[config.mk]
export PLATFORM = sky130hd
export DESIGN_NAME = apb_slave_mem
export DESIGN_NICKNAME = d
export VERILOG_FILES = /design/src/rtl/apb_slave_mem.sv
export SDC_FILE = /design/constraint.sdc
export NUM_CORES = 1
export LEC_CHECK = 0
export BUFFER_PORTS_ARGS = -buffer_cell sky130_fd_sc_hd__buf_4
export CAP_MARGIN = 5
export CORE_MARGIN = 2
export CORE_UTILIZATION = 56
export CTS_CLUSTER_SIZE = 12
export DETAILED_ROUTE_END_ITERATION = 16
export GPL_TIMING_DRIVEN = 0
export HOLD_SLACK_MARGIN = 0.15
export PLACE_DENSITY = 0.8
export SLEW_MARGIN = 20
export SYNTH_ARGS = -nofsm -noshare
export SYNTH_HDL_FRONTEND = slang
export SYNTH_SLANG_ARGS = --single-unit
[constraint.sdc]
create_clock -name clk -period 2.2 [get_ports clk]
set_input_delay 0.44 -clock clk [delete_from_list [all_inputs] [get_ports clk]]
set_output_delay 0.44 -clock clk [all_outputs]
set_load 0.01 [all_outputs]
[src/rtl/apb_slave_mem.sv]
// apb_slave_mem -- APB completer backed by a word-addressed register memory.
//
// Sits at the far end of the APB segment of the apb2apb bridge and serves as
// the bridge endpoint and bench target. Each transfer takes a fixed number of
// wait states (WAIT_CYCLES) before ready is raised for one cycle.
//
// Ports:
//   clk     in   clock, all logic on posedge
//   rst     in   synchronous reset, active-high
//   sel     in   APB select
//   enable  in   APB enable (access phase)
//   write   in   1 = write, 0 = read
//   strobe  in   byte write enables, sampled in the response cycle
//   addr    in   byte address
//   wdata   in   write data
//   ready   out  transfer completes this cycle
//   rdata   out  read data, valid only while ready=1 on a read
//   slverr  out  error response, valid only while ready=1
//
// Optional feature, macro APB_SLV_ERR_EN:
//   defined   - out-of-range (addr >= DEPTH*4) or misaligned addresses are
//               flagged in setup and answered with slverr=1; a flagged write
//               leaves memory untouched and a flagged read returns 0.
//   undefined - slverr is tied 0, the word index wraps modulo DEPTH and the
//               low two address bits are ignored.
module apb_slave_mem #(
   parameter int ADDR_WIDTH  = 32,
   parameter int DATA_WIDTH  = 32,
   parameter int STRB_SIZE   = DATA_WIDTH / 8,
   parameter int DEPTH       = 16,
   parameter int WAIT_CYCLES = 2
) (
   input  logic                  clk,
   input  logic                  rst,
   input  logic                  sel,
   input  logic                  enable,
   input  logic                  write,
   input  logic [STRB_SIZE-1:0]  strobe,
   input  logic [ADDR_WIDTH-1:0] addr,
   input  logic [DATA_WIDTH-1:0] wdata,
   output logic                  ready,
   output logic [DATA_WIDTH-1:0] rdata,
   output logic                  slverr
);

   localparam int IDX_W = $clog2(DEPTH);
   // WAIT_CYCLES is limited to 0..15, so a 4-bit counter is enough.
   localparam logic [3:0] CNT_INIT = 4'(WAIT_CYCLES);

   typedef enum logic [1:0] {IDLE, WAIT, RESP} state_t;

   state_t                         state, state_nxt;
   logic [3:0]                     cnt;
   logic [IDX_W-1:0]               idx_q;
   logic                           wr_q;
   logic [DATA_WIDTH-1:0]          wdata_q;
   logic                           err_q;
   logic [DEPTH-1:0][DATA_WIDTH-1:0] mem;

   logic             setup;
   logic [IDX_W-1:0] idx;
   logic             err_in;
   logic             unused_ok;

   assign setup = sel & ~enable;
   // Taking only these bits makes the index wrap modulo DEPTH.
   assign idx   = addr[IDX_W+1:2];

`ifdef APB_SLV_ERR_EN
   assign err_in = (addr >= ADDR_WIDTH'(DEPTH * 4)) || (addr[1:0] != 2'b00);
`else
   assign err_in = 1'b0;
`endif

   // Address bits outside the index are only consulted by the error check.
   assign unused_ok = ^addr;

   // State register
   always_ff @(posedge clk) begin
      if (rst) state <= IDLE;
      else     state <= state_nxt;
   end

   // Next state and outputs; outputs depend on registers only.
   always_comb begin
      state_nxt = state;
      ready     = 1'b0;
      rdata     = '0;
      slverr    = 1'b0;
      case (state)
         IDLE: begin
            // enable=1 without a preceding setup cycle is ignored here
            if (setup) state_nxt = (WAIT_CYCLES > 0) ? WAIT : RESP;
         end
         WAIT: begin
            if (!sel)                          state_nxt = IDLE;
            else if (enable && cnt == 4'd1)    state_nxt = RESP;
         end
         RESP: begin
            ready     = 1'b1;
            slverr    = err_q;
            if (!wr_q && !err_q) rdata = mem[idx_q];
            // completes even if the master dropped sel early
            state_nxt = IDLE;
         end
         default: state_nxt = IDLE;
      endcase
   end

   // Setup latch, wait counter and memory
   always_ff @(posedge clk) begin
      if (rst) begin
         cnt     <= '0;
         idx_q   <= '0;
         wr_q    <= 1'b0;
         wdata_q <= '0;
         err_q   <= 1'b0;
         mem     <= '0;
      end else begin
         if (state == IDLE && setup) begin
            idx_q   <= idx;
            wr_q    <= write;
            wdata_q <= wdata;
            err_q   <= err_in;
            cnt     <= CNT_INIT;
         end else if (state == WAIT && sel && enable) begin
            cnt <= cnt - 4'd1;
         end
         // Write commits at the edge ending RESP; strobe is taken live.
         if (state == RESP && wr_q && !err_q) begin
            for (int i = 0; i < STRB_SIZE; i++)
               if (strobe[i]) mem[idx_q][8*i +: 8] <= wdata_q[8*i +: 8];
         end
      end
   end

endmodule

==> flow_summary.ini <==
[job]
max_cap_viol_count = 0

[synth]
synth_seq_cells = 555
yosys-top-cells-count = nand2_1, dfxtp_1, a21oi_1
post-synth-top-area-cell = dfxtp_1
synth_edf_count = 0
ys_warn_count = 0
avgSynthCellArea_um2 = 8.57
yosysMostFrequentCell = nand2_1
synth_area_um2 = 24700
yosysTopAreaCellShare = 0.449
async_flop_share = 0
synth_cells = 2885
synth.area.top_cells = dfxtp_1, a21oi_1, nand2_1
syn_nets = 2960
synth.distinct_cells = 44
seq_area_frac_synth = 0.449
synthFlopType = dfxtp_1

[min_path]
hp-class = in2reg

[floorplan]
coreArea_um2 = 43400
io_pins = 107
die_w_um = 214
start_util = 0.570
dieArea_um2 = 45900
rows = 76
die_h_um = 214

[timing]
tightest_slew_ns = 1.11
rsz0062_at_grt = yes
setup_violations = 92
slew_violations = 0
period_needed_ns = 3.20
fin_ws_ns = -1.00
fin_skew_ns = 0.0304
fin_crit_sh = 1.45
final_hold_viol_count = 0
slew_headroom = 0.257
fmax_mhz = 313
tns_ns = -30.25

[layout]
register_area_um2 = 11100
multi_input_area_um2 = 12600
fillers = 3278
area_growth_pct = 20.6
finish.instance_area_um2 = 29800
drive_gt1_frac = 0.171
post-route-util = 0.688
final_nets = 3197

[drt]
drtIter0Drc = 4683
wl_per_cell_um = 26.3
drcViolationCount = 0
num_vias = 25500
first_pass_iters = 6
routed_wl_um = 98600
viasPerCell = 6.80
ant_nets = 0

[power_and_ir_drop]
power_uw = 20800
p_leak_uw = 0.00975
p_comb_frac = 0.073
max-vdd-ir-drop_mv = 0.556
power.switching_uw = 5160
p_per_area_nw_per_um2 = 697
power.internal_uw = 15600
swShare = 0.248
clkPwrFrac = 0.441
power.share.sequential = 0.486

[setup_path]
cp.required_ns = 1.76
critPathKind = reg2out
critPathArrivalTime_ns = 2.76
cp-end-kind = output port
critPathMaxFanout = 7
startpoint_type = register

[outcome]
violations = negative setup slack
status = complete, but fails checks

[clock_tree]
tritoncts = built
cts_max_level = 2
clock-sinks = 555
clkTransAtPathRegs_ns = 0.06
ctsRootBufferMaster = clkbuf_16
clockBufferDepth = 3
clkLatencyLatePin_ns = 0.65
numCtsBuffers = 56

[placed_design]
port_buffers = 76
place_area_um2 = 26000
dp_slack_ns = -1.07
hpwl_um = 65500
gp_congestion = 0.983

[global_routing]
grt_max_degree = 20
first_global_vias = 24100
grt_pass1_wl_um = 141000
overflow = 0
antenna_found_initial = 2
gr-usage-all-layers = 0.402
-- registers in the layout (all words and copies together) (netlist names) --
| register | cells |
|---|---|
| wdata_q | 32 |
| idx_q | 4 |
| wr_q | 1 |
| cnt | 4 |
| state | 2 |
| mem | 512 |
-- repair_timing --
| action | CTS | global route |
|---|---|---|
| pin swaps | 18 | 17 |
| gates resized for setup | 169 | 163 |
| hold buffers | 37 | 0 |
| cloned | 5 | 5 |
| buffers inserted | 34 | 28 |
| endpoints found under the hold margin | 37 | 0 |
| endpoints found under the setup margin | 420 | 360 |
-- power by group through the flow --
stage | sequential (µW) | clock [µW] | combinational, µW
finish | 10100 | 9160 | 1530
global route | 10100 | 9460 | 1530
CTS | 10100 | 9030 | 1380
detailed placement | 10300 | 0 | 1180
global placement | 10300 | 0 | 1160
floorplan | 10300 | 0 | 672
-- path summary, 6_finish.rpt --
path	slack, ns	cells after the start	endpoint	start
hold / removal	0.23	3	idx_q[3]	addr[5]
hold reg to reg	0.45	2	mem[92]	mem[92]
setup reg to reg	-0.09	10	mem[438]	idx_q[1]
setup / recovery	-1.00	8	rdata[2]	idx_q[1]
-- critical path, cell delays in order (launching register included) --
cell	delay [ns]
dfxtp_2	0.34
buf_8	0.16
buf_12	0.19
buf_16	0.16
mux2i_2	0.30
a22oi_2	0.14
a22o_1	0.27
a221o_1	0.39
buf_6	0.15
-- cells in the final DEF (no fill, tap or decap), types with 37 or more instances in the layout --
cell and instances:
buf_6 45, mux4_2 96, buf_4 136, dfxtp_1 550
nand3_1 353, o21ai_0 111, mux2i_1 79, a21oi_1 518
dlygate4sd3_1 37, clkbuf_1 192, nand2_1 582, clkbuf_16 61
-- through the flow --
step,hold WS [ns],std cells
final,0.231,3748
after global routing,0.241,3746
after CTS,0.187,3716
after detailed placement,0.444,3546
after global placement,0.439,3546
after floorplan,0.433,2885
-- area by class of cell --
| cell class | instances | share of cell area |
|---|---|---|
| Timing Repair Buffer | 184 | 0.0612 |
| Tap cell | 585 | 0.0245 |
| Clock inverter | 7 | 0.00143 |
| Buffer | 302 | 0.0613 |
| Sequential cell | 555 | 0.373 |
| Antenna cell | 2 | 0.000168 |
| Inverter | 3 | 0.000378 |
| Multi-Input combinational cell | 2020 | 0.423 |
| Clock buffer | 90 | 0.0550 |
-- cells by family (layout without fill, tap and decap cells) --
kind of cell	Yosys count	after routing	synth area share
AO/OA/AOI/OAI	744	744	0.165
XOR/XNOR	3	3	0.00106
adder cells (fa/ha/maj)	2	2	0.00101
buffers and inverters	310	586	0.0590
flip-flops	555	555	0.449
multiplexers	192	192	0.126
other	1	3	0.000152
AND/OR/NAND/NOR	1078	1078	0.198
-- layer usage --
layer	GRT usage	share of wire
met2	0.596	0.42
met1	0.503	0.35
met4	0.286	0.088
met5	0	0
met3	0.119	0.15
Power figures use the tool's default switching activity.
